===== src/rtl/multicycle_control_unit.sv =====
// Multicycle RISC-V style control FSM: sequences fetch/decode/execute/memory/writeback,
// stretches memory states by MEM_WAIT cycles and counts retired instructions.
module multicycle_control_unit #(
    parameter int unsigned MEM_WAIT = 0,
    parameter int unsigned CNT_W    = 32,
    parameter int unsigned EN_JAL   = 1
) (
    input  logic             clk,
    input  logic             reset,
    input  logic [6:0]       opcode,
    input  logic             zero,
    output logic             PCWrite,
    output logic             IRWrite,
    output logic             MemRead,
    output logic             MemWrite,
    output logic             RegWrite,
    output logic             MemtoReg,
    output logic             IorD,
    output logic             Branch,
    output logic [1:0]       ALUSrcA,
    output logic [1:0]       ALUSrcB,
    output logic [1:0]       AluOp,
    output logic             pc_en,
    output logic [3:0]       state,
    output logic             illegal,
    output logic [CNT_W-1:0] retired
);

    localparam logic [3:0] WAIT_INIT = 4'(MEM_WAIT);

    typedef enum logic [3:0] {
        ST_FETCH    = 4'd0,
        ST_DECODE   = 4'd1,
        ST_MEMADR   = 4'd2,
        ST_MEMREAD  = 4'd3,
        ST_MEMWB    = 4'd4,
        ST_MEMWRITE = 4'd5,
        ST_EXEC_R   = 4'd6,
        ST_ALUWB    = 4'd7,
        ST_EXEC_I   = 4'd8,
        ST_BRANCH   = 4'd9,
        ST_JAL      = 4'd10,
        ST_TRAP     = 4'd11
    } state_e;

    typedef struct packed {
        logic       pc_write;
        logic       ir_write;
        logic       mem_read;
        logic       mem_write;
        logic       reg_write;
        logic       mem_to_reg;
        logic       i_or_d;
        logic       branch;
        logic       illegal;
        logic [1:0] alu_src_a;
        logic [1:0] alu_src_b;
        logic [1:0] alu_op;
    } ctrl_t;

    state_e           state_q, state_d;
    logic [3:0]       wait_q, wait_d;
    logic             opc_b5_q, opc_b5_d;
    logic [CNT_W-1:0] retired_q;
    ctrl_t            ctrl_q;
    logic             retire_c;

    // Moore output decode; 'last' marks the final cycle of a memory wait.
    function automatic ctrl_t decode_ctrl(input state_e s, input logic last);
        ctrl_t c;
        c = '0;
        case (s)
            ST_FETCH: begin
                c.mem_read  = 1'b1;
                c.alu_src_b = 2'b01;
                c.ir_write  = last;
                c.pc_write  = last;
            end
            ST_DECODE: begin
                c.alu_src_a = 2'b10;
                c.alu_src_b = 2'b10;
            end
            ST_MEMADR, ST_EXEC_I: begin
                c.alu_src_a = 2'b01;
                c.alu_src_b = 2'b10;
            end
            ST_MEMREAD: begin
                c.mem_read = 1'b1;
                c.i_or_d   = 1'b1;
            end
            ST_MEMWB: begin
                c.reg_write  = 1'b1;
                c.mem_to_reg = 1'b1;
            end
            ST_MEMWRITE: begin
                c.mem_write = 1'b1;
                c.i_or_d    = 1'b1;
            end
            ST_EXEC_R: begin
                c.alu_src_a = 2'b01;
                c.alu_op    = 2'b10;
            end
            ST_ALUWB: c.reg_write = 1'b1;
            ST_BRANCH: begin
                c.alu_src_a = 2'b01;
                c.alu_op    = 2'b01;
                c.branch    = 1'b1;
            end
            ST_JAL: begin
                c.reg_write = 1'b1;
                c.pc_write  = 1'b1;
                c.alu_src_a = 2'b10;
                c.alu_src_b = 2'b10;
            end
            ST_TRAP: c.illegal = 1'b1;
            default: ;
        endcase
        return c;
    endfunction

    // Next-state and wait-counter logic; the counter reloads on every state change.
    always_comb begin
        state_d  = state_q;
        wait_d   = WAIT_INIT;
        opc_b5_d = opc_b5_q;
        case (state_q)
            ST_FETCH: begin
                if (wait_q != 4'd0) wait_d = wait_q - 4'd1;
                else                state_d = ST_DECODE;
            end
            ST_DECODE: begin
                opc_b5_d = opcode[5];
                case (opcode)
                    7'b0000011, 7'b0100011: state_d = ST_MEMADR;
                    7'b0110011:             state_d = ST_EXEC_R;
                    7'b0010011:             state_d = ST_EXEC_I;
                    7'b1100011:             state_d = ST_BRANCH;
                    7'b1101111:             state_d = (EN_JAL != 0) ? ST_JAL : ST_TRAP;
                    default:                state_d = ST_TRAP;
                endcase
            end
            ST_MEMADR: state_d = opc_b5_q ? ST_MEMWRITE : ST_MEMREAD;
            ST_MEMREAD: begin
                if (wait_q != 4'd0) wait_d = wait_q - 4'd1;
                else                state_d = ST_MEMWB;
            end
            ST_MEMWRITE: begin
                if (wait_q != 4'd0) wait_d = wait_q - 4'd1;
                else                state_d = ST_FETCH;
            end
            ST_EXEC_R, ST_EXEC_I: state_d = ST_ALUWB;
            default:              state_d = ST_FETCH;
        endcase
    end

    assign retire_c = (state_q == ST_MEMWB) || (state_q == ST_ALUWB) ||
                      (state_q == ST_BRANCH) || (state_q == ST_JAL) ||
                      ((state_q == ST_MEMWRITE) && (wait_q == 4'd0));

    // Control word is registered from the next state so it lines up with state_q.
    always_ff @(posedge clk) begin
        if (reset) begin
            state_q   <= ST_FETCH;
            wait_q    <= WAIT_INIT;
            opc_b5_q  <= 1'b0;
            retired_q <= '0;
            ctrl_q    <= decode_ctrl(ST_FETCH, WAIT_INIT == 4'd0);
        end else begin
            state_q  <= state_d;
            wait_q   <= wait_d;
            opc_b5_q <= opc_b5_d;
            ctrl_q   <= decode_ctrl(state_d, wait_d == 4'd0);
            if (retire_c) retired_q <= retired_q + {{(CNT_W-1){1'b0}}, 1'b1};
        end
    end

    // Write enables are suppressed for as long as reset is held.
    assign PCWrite  = ctrl_q.pc_write  & ~reset;
    assign IRWrite  = ctrl_q.ir_write  & ~reset;
    assign MemWrite = ctrl_q.mem_write & ~reset;
    assign RegWrite = ctrl_q.reg_write & ~reset;
    assign illegal  = ctrl_q.illegal   & ~reset;
    assign pc_en    = (ctrl_q.pc_write | (ctrl_q.branch & zero)) & ~reset;
    assign MemRead  = ctrl_q.mem_read;
    assign MemtoReg = ctrl_q.mem_to_reg;
    assign IorD     = ctrl_q.i_or_d;
    assign Branch   = ctrl_q.branch;
    assign ALUSrcA  = ctrl_q.alu_src_a;
    assign ALUSrcB  = ctrl_q.alu_src_b;
    assign AluOp    = ctrl_q.alu_op;
    assign state    = 4'(state_q);
    assign retired  = retired_q;

endmodule


===== config.mk =====
export PLATFORM = sky130hd
export DESIGN_NAME = multicycle_control_unit
export DESIGN_NICKNAME = d
export VERILOG_FILES = /design/src/rtl/multicycle_control_unit.sv
export SDC_FILE = /design/constraint.sdc
export NUM_CORES = 1
export LEC_CHECK = 0
export CAP_MARGIN = 20
export CORE_MARGIN = 2
export CORE_UTILIZATION = 50
export CTS_CLUSTER_DIAMETER = 150
export CTS_CLUSTER_SIZE = 40
export DETAILED_ROUTE_END_ITERATION = 16
export PLACE_DENSITY = 0.85
export SLEW_MARGIN = 30
export SYNTH_ARGS = -nofsm -noshare
export SYNTH_HDL_FRONTEND = slang
export SYNTH_SLANG_ARGS = --single-unit

===== constraint.sdc =====
create_clock -name clk -period 2.4 [get_ports clk]
set_input_delay 0.72 -clock clk [delete_from_list [all_inputs] [get_ports clk]]
set_output_delay 0.72 -clock clk [all_outputs]
set_load 0.05 [all_outputs]

==> reports/metrics.yaml, run 1 <==
status: "complete, no violations"
layout_setup_ws_ns: 0.09499
period_needed_ns: 2.305
multiInputGateArea_sq_um: 1385
hold_viol: 0
cp.arrival_ns: 1.59
worstHoldPathCells: 2
cts_tree: "built"
ys_ff_latch: 56
ys.flop_type: "dfxtp_1"
fin_cells: 445
path_clk_slew_ns: 0.10
cts-resized-gates: 0
crit_buf_inv: 1
place_area_sq_um: 3364
htreeDepth: 2
ys_seq_area_frac: 0.4259
fin_nets: 385
via_per_inst: 5.396
fin_skew_ns: 0.008211
cpMaxStageDelayCell: "clkdlybuf4s50_1"
synth_edf_count: 0
synthTopCellsByArea: "dfxtp_1, xor2_1, nor2_1"
worstPathRequired_ns: 1.68
synth_top_area_cell: "dfxtp_1"
synth_cells: 306
swShare: 0.4244
combPwrFrac: 0.488
slowest_delay_ns: 0.84
wirelength_mm: 5.862
antenna_found_initial: 0
cts_buffers: 5
reg2reg_depth: 6
setup_viol: 0
async_flop_share: 0
dr.pass1.iters: 4
route.detailed.drc: 0
drt_iter0_drc: 181
fill_cells: 399
critPathKind: "reg2out"
power_leakage_uw: 0.001292
r2r-end: "ctrl_q[14]$_SDFF_PP1_"
core-area_sq_um: 5107
cts.path.max_buffers: 2
internal_power_uw: 1912
die_w_um: 76.56
initial_core_util: 0.5154
grt_pass1_wl_mm: 10.03
synth.distinct_cells: 51
synthToLayoutAreaGrowth_pct: 31.37
syn_avg_cell_area_sq_um: 8.603
via_count: 2401
wl_per_cell_um: 13.17
track_usage: 0.2067
crit_chain: "clkdlybuf4s50_1"
power.total_uw: 3322
hold_end: "opc_b5_q$_SDFFE_PP0P_"
synth_top_area_frac: 0.4259
rows: 26
hold_start: "opc_b5_q$_SDFFE_PP0P_"
fmax_mhz: 433.8
hp-class: "reg2reg"
die_h_um: 76.56
finalInstanceArea_sq_um: 3458
gp_congestion: 0.8835
rsz0062_at_grt: "no"
relSlewSlack: 0.6315
io_pins: 62
place_hpwl_mm: 4.228
grt-ovfl-total: 0
clock_latency_ns: 0.31
grt_max_degree: 33
cp-start-kind: "flop"
cap_violations: 0
final_layout_size_suffix_gt1_frac: 0.1307
cp-end-kind: "output port"
critical_path.top_delay_family: "buffers and inverters"
timing.rr.start: "wait_q[1]$_SDFF_PP0_"
rrSetupSlack_ns: 0.27
mappedNetlistArea_sq_um: 2633
peakVddDrop_v: 0.0005460
synth_nets: 317
p_seq_frac: 0.352
seqCellArea_sq_um: 1121
place_ws_ns: -0.1738
slew_viol_final: 0
ant_nets: 0
worst_slew_pin_slew_ns: 0.5494
yosysWarnings: 0
grt_pass1_vias: 2234
n_antenna_cell: 0
synthMostInstantiatedCell: "dfxtp_1"
root_buffer: "clkbuf_8"
whs_ns: 0.5167
io_buffers: 61
clockPowerShare: 0.160
switching_power_uw: 1410
place_inst: 437
path_max_fanout: 4
dieArea_sq_um: 5861
pwr_density_cell_nw_per_um2: 960.6
period_share: 0.9604
clock_sinks: 56
synthTopCellsByCount: "dfxtp_1, nor2_1, xor2_1"
power by group through the flow:
stage	registers, uW	logic, uW	clock network (uW)
finish	1170	1620	530
global route	1190	1740	580
CTS	1170	1620	543
detailed placement	1190	1600	0
global placement	1190	1580	0
floorplan	1340	967	0
worst max path at each step:
stage | startpoint | end | slack, ns | depth (start not counted)
final | retired[2]$_SDFFE_PP0P_ | retired[2] | 0.09 | 1
after global routing | retired[25]$_SDFFE_PP0P_ | retired[25] | 0.02 | 1
after CTS | retired[25]$_SDFFE_PP0P_ | retired[25] | 0.1 | 1
after detailed placement | opcode[4] | IorD$_SDFF_PP0_ | -0.17 | 6
after global placement | opcode[4] | IorD$_SDFF_PP0_ | -0.14 | 6
after floorplan | reset | IRWrite | -0.14 | 3
kinds of logic (layout without fill, tap and decap cells):
family | Yosys count | count (layout) | share of synthesized area
and+or+nand+nor | 155 | 155 | 0.3099
DFF | 56 | 56 | 0.4259
AOI/OAI and AO/OA | 36 | 36 | 0.09649
xor gates and xnor gates | 32 | 32 | 0.1065
buffers and inverters | 24 | 93 | 0.04895
muxes | 2 | 2 | 0.007605
adders and majority gates | 1 | 1 | 0.004752
metrics by stage:
stage	TNS, ns	utilization
final	0	0.6771
after global placement	-0.8923	0.6587
after floorplan	-0.2717	-
after detailed placement	-1.471	0.6587
after global routing	0	0.6771
after CTS	0	0.6771
area by class of cell:
| cell class | instances | share of cell area |
|---|---|---|
| multi-input combinational | 226 | 0.4005 |
| clock buffer | 7 | 0.02496 |
| clock inverter | 1 | 0.002171 |
| sequential | 56 | 0.3242 |
| inverter | 4 | 0.004342 |
| tap | 70 | 0.02533 |
| timing repair buffer | 81 | 0.2185 |
flip-flops by register name, indices dropped and copies added, names as in the netlist:
| signal | count |
|---|---|
| ALUSrcA | 2 |
| ALUSrcB | 2 |
| AluOp | 2 |
| Branch | 1 |
| IorD | 1 |
| MemRead | 1 |
| MemtoReg | 1 |
| ctrl_q | 5 |
| opc_b5_q | 1 |
| retired | 32 |
| state | 4 |
| wait_q | 4 |
cells in the final DEF (no fill, tap or decap), drive strengths merged, types with 3 or more instances in the layout:
master / synthesis / layout
a21oi: 12 / 12
and2: 5 / 5
and3: 6 / 6
and4: 4 / 4
buf: 14 / 31
clkbuf: 6 / 7
clkdlybuf4s50: 0 / 50
dfxtp: 56 / 56
inv: 4 / 4
nand2: 20 / 20
nand2b: 4 / 4
nand3: 23 / 23
nand4: 11 / 11
nor2: 49 / 49
nor2b: 7 / 7
nor3: 11 / 11
o21ai: 10 / 10
xnor2: 3 / 3
xor2: 29 / 29
repair_timing:
item / in CTS / in global routing
hold buffers: 0 / 0
setup endpoints to repair: 0 / 1
buffers inserted: 0 / 0
layer usage:
layer	global-route usage	up-vias	part of all wire	wire length, um
met3	0.03791	15	0.056	328
met5	0	-	0	0
met4	0.09273	0	0.024	143
met2	0.3487	74	0.47	2770
li1	-	1188	-	-
met1	0.2571	1124	0.45	2619
Power figures use the tool's default switching activity.
==> inputs of run 2 (changes only) <==
Settings changed: GPL_ROUTABILITY_DRIVEN from default to 0.
==> results of run 2 <==
Final layout, timing and power as in run 1 (identical DEF).
